[src/rtl/nnrv_uart_tx_if.sv]
// rtl/nnrv_uart_tx_if.sv - mem-stage store/load port bundle for the UART transmitter
interface nnrv_uart_tx_if #(
    parameter int unsigned XLEN = 32
);
    logic [XLEN-1:0] i_wr_addr;
    logic            i_wr_en;
    logic [3:0]      i_wr_mask;
    logic [XLEN-1:0] i_wr_data;
    logic [XLEN-1:0] i_rd_addr;
    logic            i_rd_en;
    logic [XLEN-1:0] o_rd_data;
    logic            o_rd_hit;

    modport master (
        output i_wr_addr, i_wr_en, i_wr_mask, i_wr_data, i_rd_addr, i_rd_en,
        input  o_rd_data, o_rd_hit
    );

    modport slave (
        input  i_wr_addr, i_wr_en, i_wr_mask, i_wr_data, i_rd_addr, i_rd_en,
        output o_rd_data, o_rd_hit
    );
endinterface

[src/rtl/nnrv_uart_tx.sv]
// rtl/nnrv_uart_tx.sv - memory-mapped 8N1 UART transmitter with byte FIFO and status register
module nnrv_uart_tx #(
    parameter int unsigned     XLEN         = 32,
    parameter logic [XLEN-1:0] BASE_ADDR    = 'h400,
    parameter int unsigned     FIFO_DEPTH   = 4,
    parameter int unsigned     CLKS_PER_BIT = 434
) (
    input  logic          i_clk,
    input  logic          i_rst,
    nnrv_uart_tx_if.slave bus,
    output logic          o_tx,
    output logic          o_busy
);
    localparam int unsigned     AW          = $clog2(FIFO_DEPTH);
    localparam int unsigned     CW          = AW + 1;
    localparam int unsigned     BW          = $clog2(CLKS_PER_BIT);
    localparam logic [XLEN-1:0] STATUS_ADDR = BASE_ADDR + XLEN'(4);
    localparam logic [BW-1:0]   BIT_LAST    = BW'(CLKS_PER_BIT - 1);
    localparam logic [CW-1:0]   DEPTH_C     = CW'(FIFO_DEPTH);

    typedef enum logic [1:0] {S_IDLE, S_START, S_DATA, S_STOP} state_e;

    state_e          state_q, state_d;
    logic [BW-1:0]   bit_cnt_q, bit_cnt_d;
    logic [2:0]      bit_idx_q, bit_idx_d;
    logic [7:0]      shift_q, shift_d;
    logic            tx_q, tx_d;

    logic [7:0]      fifo_mem [FIFO_DEPTH];
    logic [AW-1:0]   wr_ptr_q, rd_ptr_q;
    logic [CW-1:0]   count_q;
    logic            ovf_q;

    logic [XLEN-1:0] rd_data_q, rd_data_d;
    logic            rd_hit_q, rd_hit_d;
    logic [XLEN-1:0] status;

    logic full, empty, push_req, push, pop, ovf_clr;
    logic unused_wr_bits;

    assign full     = (count_q == DEPTH_C);
    assign empty    = (count_q == '0);
    assign push_req = bus.i_wr_en && (bus.i_wr_addr == BASE_ADDR) && bus.i_wr_mask[0];
    assign push     = push_req && !full;
    assign ovf_clr  = bus.i_wr_en && (bus.i_wr_addr == STATUS_ADDR) && bus.i_wr_mask[0]
                      && bus.i_wr_data[3];
    assign unused_wr_bits = ^{bus.i_wr_mask[3:1], bus.i_wr_data[XLEN-1:8]};

    always_ff @(posedge i_clk) begin
        if (push) begin
            fifo_mem[wr_ptr_q] <= bus.i_wr_data[7:0];
        end
    end

    // Full is taken from the registered count, so a push while full is lost even if a pop frees a slot.
    always_ff @(posedge i_clk or posedge i_rst) begin
        if (i_rst) begin
            wr_ptr_q <= '0;
            rd_ptr_q <= '0;
            count_q  <= '0;
            ovf_q    <= 1'b0;
        end else begin
            if (push) wr_ptr_q <= wr_ptr_q + 1'b1;
            if (pop)  rd_ptr_q <= rd_ptr_q + 1'b1;
            case ({push, pop})
                2'b10:   count_q <= count_q + 1'b1;
                2'b01:   count_q <= count_q - 1'b1;
                default: count_q <= count_q;
            endcase
            if (push_req && full) ovf_q <= 1'b1;
            else if (ovf_clr)     ovf_q <= 1'b0;
        end
    end

    always_ff @(posedge i_clk or posedge i_rst) begin
        if (i_rst) begin
            state_q   <= S_IDLE;
            bit_cnt_q <= '0;
            bit_idx_q <= '0;
            shift_q   <= '0;
            tx_q      <= 1'b1;
        end else begin
            state_q   <= state_d;
            bit_cnt_q <= bit_cnt_d;
            bit_idx_q <= bit_idx_d;
            shift_q   <= shift_d;
            tx_q      <= tx_d;
        end
    end

    // tx_d is the line level for the state being entered, keeping o_tx a plain register.
    always_comb begin
        state_d   = state_q;
        bit_cnt_d = bit_cnt_q;
        bit_idx_d = bit_idx_q;
        shift_d   = shift_q;
        tx_d      = tx_q;
        pop       = 1'b0;
        case (state_q)
            S_IDLE: begin
                tx_d = 1'b1;
                if (!empty) begin
                    pop       = 1'b1;
                    shift_d   = fifo_mem[rd_ptr_q];
                    bit_cnt_d = '0;
                    tx_d      = 1'b0;
                    state_d   = S_START;
                end
            end
            S_START: begin
                if (bit_cnt_q == BIT_LAST) begin
                    bit_cnt_d = '0;
                    bit_idx_d = '0;
                    tx_d      = shift_q[0];
                    state_d   = S_DATA;
                end else begin
                    bit_cnt_d = bit_cnt_q + 1'b1;
                end
            end
            S_DATA: begin
                if (bit_cnt_q == BIT_LAST) begin
                    bit_cnt_d = '0;
                    shift_d   = {1'b0, shift_q[7:1]};
                    if (bit_idx_q == 3'd7) begin
                        tx_d    = 1'b1;
                        state_d = S_STOP;
                    end else begin
                        bit_idx_d = bit_idx_q + 3'd1;
                        tx_d      = shift_q[1];
                    end
                end else begin
                    bit_cnt_d = bit_cnt_q + 1'b1;
                end
            end
            S_STOP: begin
                if (bit_cnt_q == BIT_LAST) begin
                    bit_cnt_d = '0;
                    if (!empty) begin
                        pop     = 1'b1;
                        shift_d = fifo_mem[rd_ptr_q];
                        tx_d    = 1'b0;
                        state_d = S_START;
                    end else begin
                        tx_d    = 1'b1;
                        state_d = S_IDLE;
                    end
                end else begin
                    bit_cnt_d = bit_cnt_q + 1'b1;
                end
            end
            default: begin
                tx_d    = 1'b1;
                state_d = S_IDLE;
            end
        endcase
    end

    assign status = XLEN'({4'(count_q), ovf_q, state_q != S_IDLE, empty, full});

    always_comb begin
        rd_hit_d  = 1'b0;
        rd_data_d = rd_data_q;
        if (bus.i_rd_en) begin
            rd_data_d = '0;
            if (bus.i_rd_addr == BASE_ADDR) begin
                rd_hit_d = 1'b1;
            end else if (bus.i_rd_addr == STATUS_ADDR) begin
                rd_hit_d  = 1'b1;
                rd_data_d = status;
            end
        end
    end

    always_ff @(posedge i_clk or posedge i_rst) begin
        if (i_rst) begin
            rd_data_q <= '0;
            rd_hit_q  <= 1'b0;
        end else begin
            rd_data_q <= rd_data_d;
            rd_hit_q  <= rd_hit_d;
        end
    end

    assign bus.o_rd_data = rd_data_q;
    assign bus.o_rd_hit  = rd_hit_q;
    assign o_tx          = tx_q;
    assign o_busy        = (state_q != S_IDLE) || !empty;
endmodule

[src/flat_wrapper.sv]
// flat-port wrapper written by rule: the top's interface ports become plain ports
module nnrv_uart_tx_flat 
#(
    parameter int unsigned     XLEN         = 32,
    parameter logic [XLEN-1:0] BASE_ADDR    = 'h400,
    parameter int unsigned     FIFO_DEPTH   = 4,
    parameter int unsigned     CLKS_PER_BIT = 434
)
  (i_clk, i_rst, o_tx, o_busy, bus_i_wr_addr, bus_i_wr_en, bus_i_wr_mask, bus_i_wr_data, bus_i_rd_addr, bus_i_rd_en, bus_o_rd_data, bus_o_rd_hit);
  nnrv_uart_tx_if #(.XLEN(XLEN)) bus_i ();
  input  logic i_clk;
  input  logic i_rst;
  output logic o_tx;
  output logic o_busy;
  input wire logic [$bits(bus_i.i_wr_addr)-1:0] bus_i_wr_addr;
  input wire logic [$bits(bus_i.i_wr_en)-1:0] bus_i_wr_en;
  input wire logic [$bits(bus_i.i_wr_mask)-1:0] bus_i_wr_mask;
  input wire logic [$bits(bus_i.i_wr_data)-1:0] bus_i_wr_data;
  input wire logic [$bits(bus_i.i_rd_addr)-1:0] bus_i_rd_addr;
  input wire logic [$bits(bus_i.i_rd_en)-1:0] bus_i_rd_en;
  output wire logic [$bits(bus_i.o_rd_data)-1:0] bus_o_rd_data;
  output wire logic [$bits(bus_i.o_rd_hit)-1:0] bus_o_rd_hit;
  assign bus_i.i_wr_addr = bus_i_wr_addr;
  assign bus_i.i_wr_en = bus_i_wr_en;
  assign bus_i.i_wr_mask = bus_i_wr_mask;
  assign bus_i.i_wr_data = bus_i_wr_data;
  assign bus_i.i_rd_addr = bus_i_rd_addr;
  assign bus_i.i_rd_en = bus_i_rd_en;
  assign bus_o_rd_data = bus_i.o_rd_data;
  assign bus_o_rd_hit = bus_i.o_rd_hit;
  nnrv_uart_tx #(.XLEN(XLEN), .BASE_ADDR(BASE_ADDR), .FIFO_DEPTH(FIFO_DEPTH), .CLKS_PER_BIT(CLKS_PER_BIT)) u_core (.i_clk(i_clk), .i_rst(i_rst), .bus(bus_i), .o_tx(o_tx), .o_busy(o_busy));
endmodule
[config.mk]
export PLATFORM = sky130hd
export DESIGN_NAME = nnrv_uart_tx_flat
export DESIGN_NICKNAME = d
export VERILOG_FILES = /design/src/rtl/nnrv_uart_tx_if.sv /design/src/rtl/nnrv_uart_tx.sv /design/src/flat_wrapper.sv
export SDC_FILE = /design/constraint.sdc
export NUM_CORES = 1
export LEC_CHECK = 0
export BUFFER_PORTS_ARGS = -buffer_cell sky130_fd_sc_hd__buf_2
export CORE_MARGIN = 2
export CORE_UTILIZATION = 40
export DETAILED_ROUTE_END_ITERATION = 8
export GPL_ROUTABILITY_DRIVEN = 0
export PLACE_DENSITY = 0.68
export SLEW_MARGIN = 20
export SYNTH_ARGS = -nofsm -noshare
export SYNTH_HDL_FRONTEND = slang
export SYNTH_SLANG_ARGS = --single-unit
[constraint.sdc]
create_clock -name i_clk -period 3.4 [get_ports i_clk]
set_clock_uncertainty 0.15 [all_clocks]
set_input_delay 0.34 -clock i_clk [delete_from_list [all_inputs] [get_ports i_clk]]
set_output_delay 0.34 -clock i_clk [all_outputs]
set_load 0.01 [all_outputs]
Yosys cells after proc, flatten, opt, wreduce, memory -nomap -nowiden
Memories as Yosys holds them, arrays and structs flattened.
Cells that the tools add are included.

cells by class
  $add $sub $neg = 6
  equality and inequality tests = 18
  mux-type cells = 37
  reduce and logical (&&, ||, !) cells = 22

operators by type and width
  kind                    number
  $eq A32 B11 Y1 const B  4
  $mux W32                1
  $mux W8                 3
  $pmux W8 S3             1
  $mux W9                 2
  $pmux W9 S2             1
  $mux W1                 15
  $pmux W3 S2             2
  $mux W2                 5
  $add A9 B1 Y9 const B   1
  $eq A9 B9 Y1 const B    1
  $mux W3                 3
  $ne A2 B1 Y1 const B    4
  $pmux W2 S4             1
  $reduce_bool A2 Y1      4
  $logic_and A1 B1 Y1     7
  $mux W7                 1
  $add A3 B1 Y3 const B   2
  $eq A2 B2 Y1 const B    3
  $eq A3 B3 Y1 const B    2
  $reduce_and A3 Y1       2
  $reduce_and A5 Y1       1
  $add A2 B1 Y2 const B   2
  $eq A2 B1 Y1 const B    2
  other kinds (11)        13

storage, ports and cells
  word-level logic and storage cells = 95
  bits of input ports = 104
  memories = 1
  output and inout bits = 35
  memory bits (writable) = 32
  flip-flop bits (word level) = 64

memories
  name             depth  bits a word  read ports  clocked after memory_dff  write ports  line                text
  u_core.fifo_mem  4      8            1           0                         1            nnrv_uart_tx.sv:29  logic [7:0] fifo_mem [FIFO_DEPTH];

Longest topological paths before layout
Gate-level depths: netlist (run 1).

  depth after elaboration = 6
  mapped depth = 12
  gate-level depth less buffers = 11

Worst setup path before layout (run 1)
Ideal clock, no wire load.

  path type = register -> register
  from = register u_core.bit_cnt_q[1]
  to = register u_core.count_q[2]
  cell stages (with the launch flop) = 12
  clock period less this slack = 2.402 ns
  data arrival time = 2.173 ns
  path slack = 0.998 ns
  buffers on the path = 0
  path through = dfrtp_1 > inv_1 > ha_1 > nand4bb_1 > nor3_1 > o21a_1 > ha_1 > inv_1 > fa_1 > xor2_1 > nor2_1 > xor2_1

between the ends
  longest elaborated chain between the ends = 5
  elaborated cells on any way between the ends = 7
  those cells by class = eq/ne (3); mux (3); reduce/logical (1)

RTL lines
  what                                               line                 text
  start, declared                                    nnrv_uart_tx.sv:24   logic [BW-1:0] bit_cnt_q, bit_cnt_d;
  start signal, assigned                             nnrv_uart_tx.sv:84   bit_cnt_q <= bit_cnt_d;
  $eq A9 B9 Y1 (*)                                   nnrv_uart_tx.sv:136  if (bit_cnt_q == BIT_LAST) begin
  $mux W1 (*)                                        nnrv_uart_tx.sv:136
  $pmux W1 S2 (*)                                    nnrv_uart_tx.sv:99   case (state_q)
  via u_core.pop                                     nnrv_uart_tx.sv:38   logic full, empty, push_req, push, pop, ovf_clr;
  $eq A2 B1 Y1 or $eq A2 B2 Y1 (tied branches)       nnrv_uart_tx.sv:65   case ({push, pop})
  $pmux W3 S2 or $reduce_bool A2 Y1 (tied branches)  --
  end signal, assigned                               nnrv_uart_tx.sv:66   2'b10: count_q <= count_q + 1'b1;
  end signal, assigned                               nnrv_uart_tx.sv:67   2'b01: count_q <= count_q - 1'b1;
  end signal, assigned                               nnrv_uart_tx.sv:68   default: count_q <= count_q;
  end, declared                                      nnrv_uart_tx.sv:31   logic [CW-1:0] count_q;

The timed path passes the listed nets; every way through them passes the cells marked *.
A chain may end at the register's enable or synchronous reset.

Final worst setup path (run 1)
Same ends and word-level chain as after synthesis.

==> results of run 1 <==
[where the power goes]
part | total [mW] | switching (mW) | internal [mW]
clock | 0.662 | 0.371 | 0.290
combinational | 0.0759 | 0.0404 | 0.0355
sequential | 0.896 | 0.000000000636 | 0.896
total | 1.63 | 0.412 | 1.22
[state kept, by name, summed over array words and instances (netlist names)]
register              cells
u_core.bit_cnt_q          9
u_core.bit_idx_q          3
u_core.bus.o_rd_data      7
u_core.bus.o_rd_hit       1
u_core.count_q            3
u_core.fifo_mem          32
u_core.o_tx               1
u_core.ovf_q              1
u_core.rd_ptr_q           2
u_core.shift_q            8
u_core.state_q            2
u_core.wr_ptr_q           2
[final cells by class]
type	count	share of cell area, %
clock buffer	9	2.93
clock inverter	7	1.63
inverter	13	1.15
multi-input combinational	187	34.7
sequential	71	45.8
tap	108	3.19
timing repair buffer	88	10.6
[worst max-delay path, cell delays in order (launching register included)]
cell	delay [ns]
dfrtp_1	0.43
inv_1	0.07
ha_1	0.14
nand4bb_1	0.27
nor3_1	0.31
o21a_1	0.20
ha_1	0.21
inv_1	0.06
fa_1	0.37
xor2_1	0.15
nor2_1	0.12
xor2_1	0.15
[cell usage in the layout (no fill, tap or decap), drive strengths merged, types with 2 or more instances in the layout]
master    n
edfxtp   32
mux4      8
nor2     22
a21o      4
o21ai     7
xor2      8
nor3      4
buf      87
o2bb2ai   2
or3       2
xnor2     5
dfrtp    38
nand2    13
nand4     9
clkbuf    9
nor4b     6
mux2i     2
mux2     16
nor2b     2
nor4     13
ha       14
inv      20
and2      5
conb     25
a22o      8
[kinds of logic after synthesis]
| group | count (synthesis) | share of synthesized area [%] |
|---|---|---|
| AND/OR/NAND/NOR | 80 | 12.8 |
| flip-flops | 71 | 53.9 |
| buffers and inverters | 43 | 7.83 |
| AO/OA/AOI/OAI | 28 | 6.16 |
| multiplexers | 26 | 10.7 |
| adder cells (fa/ha/maj) | 15 | 5.43 |
| XOR/XNOR | 13 | 3.17 |
| other | 1 | 0.104 |
[cell usage after synthesis (2+ instances only)]
| cell | number |
|---|---|
| buf_6 | 3 |
| mux2i_1 | 2 |
| o2bb2ai_1 | 2 |
| nor2_1 | 21 |
| dfrtp_1 | 38 |
| mux4_2 | 7 |
| buf_4 | 26 |
| and2_1 | 5 |
| ha_1 | 14 |
| edfxtp_1 | 32 |
| nor4_1 | 13 |
| inv_1 | 12 |
| mux2_2 | 15 |
| a22o_1 | 8 |
| nor3_1 | 3 |
| nand4_1 | 9 |
| xor2_1 | 8 |
| xnor2_1 | 5 |
| o21ai_0 | 5 |
| nor2b_1 | 2 |
| nor4b_1 | 5 |
| a21o_1 | 3 |
| or3_1 | 2 |
| nand2_1 | 13 |
[worst max-delay path by stage]
stage	depth (start not counted)	to	from
after global placement	11	u_core.count_q[2]	u_core.bit_cnt_q[1]
after global routing	10	u_core.count_q[2]	u_core.bit_cnt_q[0]
after CTS	11	u_core.count_q[2]	u_core.bit_cnt_q[1]
final	11	u_core.count_q[2]	u_core.bit_cnt_q[1]
after floorplan	11	u_core.count_q[2]	u_core.bit_cnt_q[1]
after detailed placement	11	u_core.count_q[2]	u_core.bit_cnt_q[1]
[per-stage QoR]
stage / area, µm² / utilization [%] / worst slack, ns / std cells / hold WS, ns
after CTS: 4230 / 48.5 / 0.695 / 483 / 0.0270
after detailed placement: 4030 / 46.2 / 0.714 / 466 / 0.322
final: 4230 / 48.5 / 0.707 / 483 / 0.0426
after global routing: 4230 / 48.5 / 0.555 / 483 / 0.0288
after floorplan: 3690 / - / 0.998 / 301 / 0.289
after global placement: 4030 / 46.2 / 0.770 / 466 / 0.324
[layer usage]
layer / part of all wire, % / vias up
met5: 0 / -
met4: 1.9 / 0
met3: 7.0 / 12
met2: 49 / 103
met1: 42 / 1148
li1: - / 1152
==> qor.csv, run 1 <==
stage;metric;value;unit
global_routing;global-route usage over all layers;14.1;%
worst_setup_path;r2r setup slk;0.71;ns
yosys;share of the synthesized area in the top cell type;26.7;%
final_layout;area grow syn2layout;17.6;%
global_routing;GRT Max-Usage Layer;met2;
timing;Final Cycle Share;79.2;%
die;die height;98.8;µm
worst_hold_path;HP Class;in -> reg;
final_layout;fin nets;489;
global_routing;largest net degree at the start of global routing;40;
yosys;register area share after synthesis;53.9;%
worst_setup_path;Reg2Reg Depth;11;
worst_hold_path;hold_sp;bus_i_wr_data[7];
final_layout;fillers;775;
run_status;status;complete, no violations;
worst_setup_path;Crit path arrival time;2.82;ns
route;TritonRoute pass-1 iters;4;
flow_run;number of max-cap violations;0;
worst_setup_path;worst-path fanout max;5;
final_layout;multi-input logic area;1470;µm²
route;Wirelength per Cell;13.2;µm
yosys;Syn Std Cell Area;3600;µm²
route;remaining routing DRC violations;0;
clock_network;Sink Count;71;
worst_setup_path;worst setup path class;reg -> reg;
worst_setup_path;CP endpoint kind;flop;
global_routing;initial antenna violation count;0;
global_routing;first-pass GRT wire length;10.9;mm
yosys;Post-synth EDFFs;32;
die;die area;9770;µm²
clock_network;setup repair bufs after CTS;0;
final_layout;share of layout cells above drive strength 1;35.5;%
route;DR iter-0 viols;75;
yosys;Area contributors post-synth;edfxtp_1 27%, dfrtp_1 26%, buf_4 5.4%;
worst_hold_path;Hold EP;u_core.fifo_mem[2][7];
worst_setup_path;Req. time, crit path;3.53;ns
global_routing;grt total ovfl;0;
clock_network;post-cts sizing count;0;
timing;post-layout minimum cycle time;2.69;ns
yosys;Syn. warnings;0;
timing;Setup TNS;0;ns
timing;worst rel slew slack;58.5;%
clock_network;clock latency on the worst-skew pair;0.35;ns
route;drt via density;5.00;
yosys;syn avg cell area;13.0;µm²
power;Worst VDD drop;0.222;mV
timing;Least-Margin Pin Slew;0.622;ns
route;Routed WL;6.37;mm
clock_network;Clock Path Buffers;2;
timing;pins over their slew limit;0;
global_routing;met2 usage;23.0;%
global_routing;global routing usage on met1;17.9;%
timing;unrepaired setup endpoints after global routing;false;
clock_network;htree depth;3;
placed_design;IO buf count;86;
worst_hold_path;Hold Crit Depth;1;
clock_network;cts hold-fix bufs;1;
yosys;count of cell types in the netlist;48;
yosys;Synth Flop Type;dfrtp_1;
clock_network;Root Driver;clkbuf_8;
worst_setup_path;CP Launch Type;flop;
clock_network;Worst-path clk slew;0.09;ns
yosys;Synth Register Bits;71;
clock_network;CTS Buf Count;9;
die;die width;98.8;µm
yosys;dominant cell type by area after synthesis;edfxtp_1;
timing;Setup-failing EPs final;0;
route;final antenna-violating net count;0;
die;Initial Utilization;41.2;%
placed_design;placed wire-length estimate;4.78;mm
power;Pwr Density;386;nW/µm²
timing;final hold vios;0;
die;core outline area;8720;µm²
yosys;synthesized instance count;277;
worst_setup_path;Worst R2R Start;u_core.bit_cnt_q[1];
worst_setup_path;Reg-to-Reg End;u_core.count_q[2];
final_layout;FF/Latch Area;1940;µm²
die;# IOs;139;
die;Row Count;34;
route;vias;2415;
power;overall power;1.63;mW
clock_network;CTS tree;done;
global_routing;vias in the first global route;2370;
timing;fmax;0.371;GHz
yosys;ys async rst share;54.9;%
final_layout;antenna diode count;0;
global_routing;grt met3 use;3.40;%
power;leakage power;1.87;nW
(Power assumes the default switching activity.)
==> run 2: changes to the inputs <==
ABC_AREA = 1   (was default)
PLACE_DENSITY = 0.67   (was 0.68)
clock period = 2.6 ns   (was 3.4 ns; I/O delays follow)
==> run 2 against run 1 <==
Sequential share of layout area is 4.4 points lower. Critical path type unchanged. Combinational power rose by 66%. Largest power group unchanged. Global-route usage increased by 1.4 points.
==> qor.csv, run 2 <==
stage;metric;value;unit
final_layout;Top Registers;u_core.fifo_mem: 32 flops, u_core.bit_cnt_q: 9 flops, u_core.shift_q: 8 flops;
yosys;syn avg cell area;8.55;µm²
worst_setup_path;Worst R2R Start;u_core.bit_cnt_q[1];
die;die height;102;µm
worst_setup_path;Crit path arrival time;2.46;ns
yosys;share of the synthesized area in the top cell type;25.0;%
die;core outline area;9280;µm²
die;# IOs;139;
die;die width;102;µm
route;TritonRoute pass-1 iters;4;
route;Wirelength per Cell;11.1;µm
final_layout;most frequent cells in the layout;110 x nand2_1, 86 x buf_2, 61 x nor2_1;
power;Logic pwr share;5.7;%
timing;Least-Margin Pin Slew;0.511;ns
worst_setup_path;worst-path fanout max;4;
worst_hold_path;HP Class;in -> reg;
timing;fmax;0.421;GHz
worst_setup_path;Largest delay share family, worst path;adder cells;
die;Row Count;35;
timing;post-layout minimum cycle time;2.38;ns
global_routing;GRT Max-Usage Layer;met2;
power;sw power;0.530;mW
timing;unrepaired setup endpoints after global routing;false;
power;Worst VDD drop;0.258;mV
worst_setup_path;worst path cell trace;inv_1 -> ha_1 -> nand3_1 -> nor2_2 -> nand3_1 -> nand2_2 -> ha_1 -> inv_1 -> fa_1 -> a21oi_1 -> o21ai_0 -> xor2_1;
global_routing;initial antenna violation count;0;
worst_hold_path;Hold EP;u_core.ovf_q;
worst_setup_path;Req. time, crit path;2.68;ns
global_routing;first-pass GRT wire length;12.8;mm
yosys;Synth Register Bits;71;
clock_network;Sink Count;71;
clock_network;CTS tree;done;
yosys;synth cell count leaders;111 x nand2_1, 63 x nor2_1, 46 x nand3_1, 42 x inv_1, 38 x dfrtp_1;
power;Pwr Density;476;nW/µm²
yosys;Synth Flop Type;dfrtp_1;
timing;worst rel slew slack;65.7;%
global_routing;grt total ovfl;0;
worst_setup_path;CP endpoint kind;flop;
global_routing;grt met3 use;3.90;%
yosys;count of cell types in the netlist;38;
yosys;Syn Std Cell Area;3850;µm²
yosys;Syn. warnings;0;
yosys;register area share after synthesis;50.4;%
route;remaining routing DRC violations;0;
global_routing;largest net degree at the start of global routing;40;
worst_setup_path;WP buf/inv;2;
global_routing;global-route usage over all layers;15.5;%
power;sw frac;23.8;%
route;final antenna-violating net count;0;
yosys;Area contributors post-synth;edfxtp_1 25%, dfrtp_1 25%, nand2_1 11%;
final_layout;Most flops, register;u_core.fifo_mem;
final_layout;fin nets;677;
final_layout;fillers;895;
timing;final hold vios;0;
worst_setup_path;worst setup path class;reg -> reg;
yosys;most used standard cell by instance count after synthesis;nand2_1;
global_routing;global routing usage on met1;18.3;%
placed_design;dpl cell area;4350;µm²
timing;Setup TNS;0;ns
worst_setup_path;Reg-to-Reg End;u_core.count_q[2];
run_status;status;complete, no violations;
yosys;synthesized instance count;450;
clock_network;htree depth;3;
timing;pins over their slew limit;0;
final_layout;max reg flops;32;
yosys;Post-synth EDFFs;32;
timing;Setup-failing EPs final;0;
power;leakage power;2.26;nW
final_layout;commonest non-fill, non-tap cell in the layout;nand2_1;
power;sequential power share;52.7;%
power;Clk pwr share;41.6;%
route;vias;3153;
global_routing;met2 usage;27.9;%
timing;Final Cycle Share;91.4;%
final_layout;design area;4670;µm²
clock_network;Clock Path Buffers;2;
die;die area;10400;µm²
worst_setup_path;r2r setup slk;0.22;ns
route;drt via density;4.56;
power;internal power;1.69;mW
clock_network;clock latency on the worst-skew pair;0.35;ns
global_routing;vias in the first global route;2996;
die;Initial Utilization;41.4;%
placed_design;placed wire-length estimate;5.71;mm
flow_run;number of max-cap violations;0;
worst_hold_path;Hold Crit Depth;4;
worst_setup_path;CP Launch Type;flop;
worst_hold_path;hold_sp;bus_i_wr_addr[2];
final_layout;share of layout cells above drive strength 1;23.6;%
clock_network;Root Driver;clkbuf_8;
final_layout;area grow syn2layout;21.5;%
yosys;ys async rst share;54.9;%
yosys;dominant cell type by area after synthesis;edfxtp_1;
final_layout;antenna diode count;0;
route;Routed WL;7.67;mm
route;DR iter-0 viols;106;
clock_network;CTS Buf Count;9;
worst_setup_path;Reg2Reg Depth;12;
clock_network;Worst-path clk slew;0.08;ns
worst_setup_path;Largest stage delay, worst path;0.40;ns
placed_design;IO buf count;86;
worst_setup_path;Critical Path Slowest Stage Cell;dfrtp_1;
-- run 2: what timing repair did --
item	CTS	global route
buffers inserted	0	2
hold endpoints to repair	70	0
setup endpoints to repair	0	1
resized for setup	0	4
hold buffers	9	0
-- run 2: per-layer routing --
metal | vias up | share of wire (%)
li1 | 1627 | -
met1 | 1434 | 42
met2 | 84 | 52
met3 | 8 | 4.8
met4 | 0 | 1.2
met5 | - | 0
-- run 2: final cells by class --
type / count / area, µm² / share of cell area (%)
Tap cell: 129 / 161 / 3.45
Clock inverter: 7 / 85.1 / 1.82
Timing Repair Buffer: 105 / 596 / 12.7
Inverter: 44 / 165 / 3.53
Multi-Input combinational cell: 327 / 1610 / 34.3
Clock buffer: 9 / 124 / 2.65
Sequential cell: 71 / 1940 / 41.5
-- run 2: worst max path at each step --
stage                   startpoint                end  slack [ns]  cells past startpoint
2_1_floorplan    u_core.state_q[0]  u_core.count_q[2]        0.30                     11
3_3_place_gp     u_core.state_q[0]  u_core.count_q[2]        0.17                     11
3_5_place_dp     u_core.state_q[0]  u_core.count_q[2]        0.09                     11
4_1_cts          u_core.state_q[0]  u_core.count_q[2]        0.09                     11
5_1_grt          u_core.state_q[1]  u_core.count_q[2]        0.01                     11
6_report       u_core.bit_cnt_q[1]  u_core.count_q[2]        0.22                     12
-- run 2: tightest hold or removal path, stage by stage --
cell and delay (ns):
buf_2 0.09, nor2_1 0.08, nand3_1 0.09, nand2_1 0.05
-- run 2: cell families (layout without fill, tap and decap cells) --
group           Yosys count  after routing  synth area share, %
compound gates           42             42                 6.18
other cells               1             25               0.0975
buf+inv                  76            165                 10.4
flops                    71             71                 50.4
xor+xnor                  4              4                0.911
simple gates            241            241                 26.9
fa+ha+maj                15             15                 5.07
-- run 2: power by group through the flow --
stage               sequential, mW  clock [mW]  combinational [mW]
global route                  1.17        1.00               0.146
CTS                           1.17       0.952               0.127
global placement              1.20           0               0.112
finish                        1.17       0.926               0.126
detailed placement            1.20           0               0.116
floorplan                     1.20           0              0.0742
-- run 2: per-stage QoR --
stage,setup slack (ns),utilization (%),cells,power [mW],hold WS (ns)
2_1_floorplan,0.298,-,474,1.27,0.209
3_3_place_gp,0.174,46.9,665,1.31,0.259
3_5_place_dp,0.0907,46.9,665,1.31,0.259
4_1_cts,0.0873,50.1,690,2.25,0.0815
5_1_grt,0.00963,50.4,692,2.32,0.119
6_report,0.223,50.4,692,2.22,0.0978
==> run 3: changes to the inputs <==
BUFFER_PORTS_ARGS = default   (was -buffer_cell sky130_fd_sc_hd__buf_2)
DONT_BUFFER_PORTS = 1   (was default)
PLACE_DENSITY = default   (was 0.67)
==> run 3 against run 2 <==
Sequential share of layout area rose by 4.1 points. Setup slack improved by 0.035 ns. Fmax rose by 1.5%. Via count fell by 9.0%. Combinational power fell by 43%. Count of clock-buffer cells in the layout rose by 1. Register-to-register slack improved by 0.03 ns. Routed wire length fell by 7.1%. Global-route usage fell by 0.85 points. Highest routed layer unchanged.
==> qor.csv, run 3 (same netlist as run 2, synthesis figures left out) <==
stage;metric;value;unit
clock_network;CTS Buf Count;9;
final_layout;share of layout cells above drive strength 1;9.83;%
timing;post-layout minimum cycle time;2.34;ns
die;die area;10400;µm²
route;TritonRoute pass-1 iters;4;
worst_setup_path;worst setup path class;reg -> reg;
timing;fmax;0.427;GHz
clock_network;Clock Path Buffers;2;
global_routing;first-pass GRT wire length;12.1;mm
final_layout;area grow syn2layout;10.6;%
global_routing;largest net degree at the start of global routing;40;
placed_design;IO buf count;0;
final_layout;max reg flops;32;
route;DR iter-0 viols;123;
die;Initial Utilization;41.4;%
power;Pwr Density;498;nW/µm²
timing;Setup-failing EPs final;0;
timing;worst rel slew slack;66.6;%
die;die width;102;µm
route;remaining routing DRC violations;0;
timing;final hold vios;0;
worst_setup_path;Req. time, crit path;2.67;ns
final_layout;commonest non-fill, non-tap cell in the layout;nand2_1;
worst_setup_path;Crit path arrival time;2.41;ns
worst_setup_path;worst-path fanout max;3;
final_layout;Most flops, register;u_core.fifo_mem;
clock_network;Sink Count;71;
worst_hold_path;HP Class;in -> reg;
clock_network;Worst-path clk slew;0.08;ns
die;Row Count;35;
power;leakage power;1.90;nW
route;Routed WL;7.13;mm
timing;min setup slack post-route;0.257;ns
global_routing;vias in the first global route;2645;
placed_design;Placed Cells;580;
route;Wirelength per Cell;11.7;µm
timing;Final Cycle Share;90.1;%
route;drt via density;4.72;
die;die height;102;µm
timing;Least-Margin Pin Slew;0.502;ns
final_layout;antenna diode count;0;
die;# IOs;139;
clock_network;clock latency on the worst-skew pair;0.34;ns
timing;unrepaired setup endpoints after global routing;false;
run_status;status;complete, no violations;
placed_design;placed wire-length estimate;5.16;mm
worst_setup_path;CP Launch Type;flop;
global_routing;global-route usage over all layers;14.6;%
final_layout;Top Registers;u_core.fifo_mem: 32 flops, u_core.bit_cnt_q: 9 flops, u_core.shift_q: 8 flops;
clock_network;htree depth;3;
flow_run;number of max-cap violations;0;
timing;pins over their slew limit;0;
final_layout;most frequent cells in the layout;111 x nand2_1, 61 x nor2_1, 46 x nand3_1;
clock_network;CTS tree;done;
clock_network;Root Driver;clkbuf_8;
final_layout;fin nets;592;
route;vias;2868;
die;core outline area;9280;µm²
worst_setup_path;CP endpoint kind;flop;
placed_design;Post-Place Worst Slack;0.135;ns
route;final antenna-violating net count;0;
final_layout;Non-Filler Instances;607;
power;Worst VDD drop;0.310;mV
global_routing;initial antenna violation count;0;
global_routing;grt total ovfl;0;
timing;Setup TNS;0;ns
[run 3: cell types whose count changed in the layout (fill, tap and decap cells not counted), sizes merged]
cell / delta
clkbuf: +1
inv: -3
buf: -86
clkinv: -1
clkinvlp: +3
dlygate4sd3: +1
[run 3: layout make-up]
cell class | instances | area, µm²
Clock buffer | 10 | 128
Clock inverter | 6 | 70.1
Fill cell | 899 | 5030
Inverter | 44 | 165
Multi-Input combinational cell | 327 | 1620
Sequential cell | 71 | 1940
Tap cell | 129 | 161
Timing Repair Buffer | 20 | 175
[run 3: path summary, 6_finish.rpt]
kind                       slack [ns]                 from                   to  cells past startpoint
min in group asynchronous        0.34                i_rst  u_core.bit_cnt_q[2]                      3
min reg2reg                      0.34  u_core.bit_idx_q[1]  u_core.bit_idx_q[1]                      2
max in group asynchronous        1.60                i_rst          u_core.o_tx                      3
max reg2reg                      0.26  u_core.bit_cnt_q[1]    u_core.count_q[2]                     12
max                              0.26  u_core.bit_cnt_q[1]    u_core.count_q[2]                     12
min                              0.02     bus_i_wr_addr[3]         u_core.ovf_q                      3
[run 3: timing repair]
item	in CTS	in global routing
resized for setup	0	6
hold buffers	10	0
hold endpoints to repair	72	0
buffers inserted	0	1
setup endpoints to repair	0	1
[run 3: through the flow]
step | power [mW] | instance area, µm² | hold WS, ns | util, %
global route | 2.21 | 4250 | 0.00976 | 45.8
global placement | 1.25 | 3930 | 0.160 | 42.3
floorplan | 1.27 | 3940 | 0.209 | -
detailed placement | 1.25 | 3930 | 0.161 | 42.3
finish | 2.12 | 4250 | 0.0160 | 45.8
CTS | 2.14 | 4230 | 0.00273 | 45.5
[run 3: worst max-delay path, stage by stage, from the launching register on]
cell and delay [ns]:
dfrtp_1 0.40, inv_1 0.08, ha_1 0.16, nand3_1 0.10
nor2_2 0.16, nand3_1 0.11, nand2_1 0.10, ha_1 0.14
inv_1 0.07, fa_1 0.38, a21oi_1 0.15, o21ai_1 0.08
xor2_1 0.15
[run 3: report_power, final]
group | switching, mW | total, mW | internal [mW] | leakage (nW)
sequential | 0.000000000706 | 1.17 | 1.17 | 0.780
combinational | 0.0497 | 0.0712 | 0.0215 | 1.03
clock | 0.425 | 0.873 | 0.448 | 0.0891
total | 0.475 | 2.12 | 1.64 | 1.90
[run 3: metal layers]
| metal | vias up | wire length (µm) | GRT usage, % |
|---|---|---|---|
| met4 | 0 | 51 | 4.31 |
| met3 | 4 | 291 | 3.56 |
| met5 | - | 0 | 0 |
| met2 | 78 | 3640 | 24.8 |
| li1 | 1458 | - | - |
| met1 | 1328 | 3150 | 18.7 |
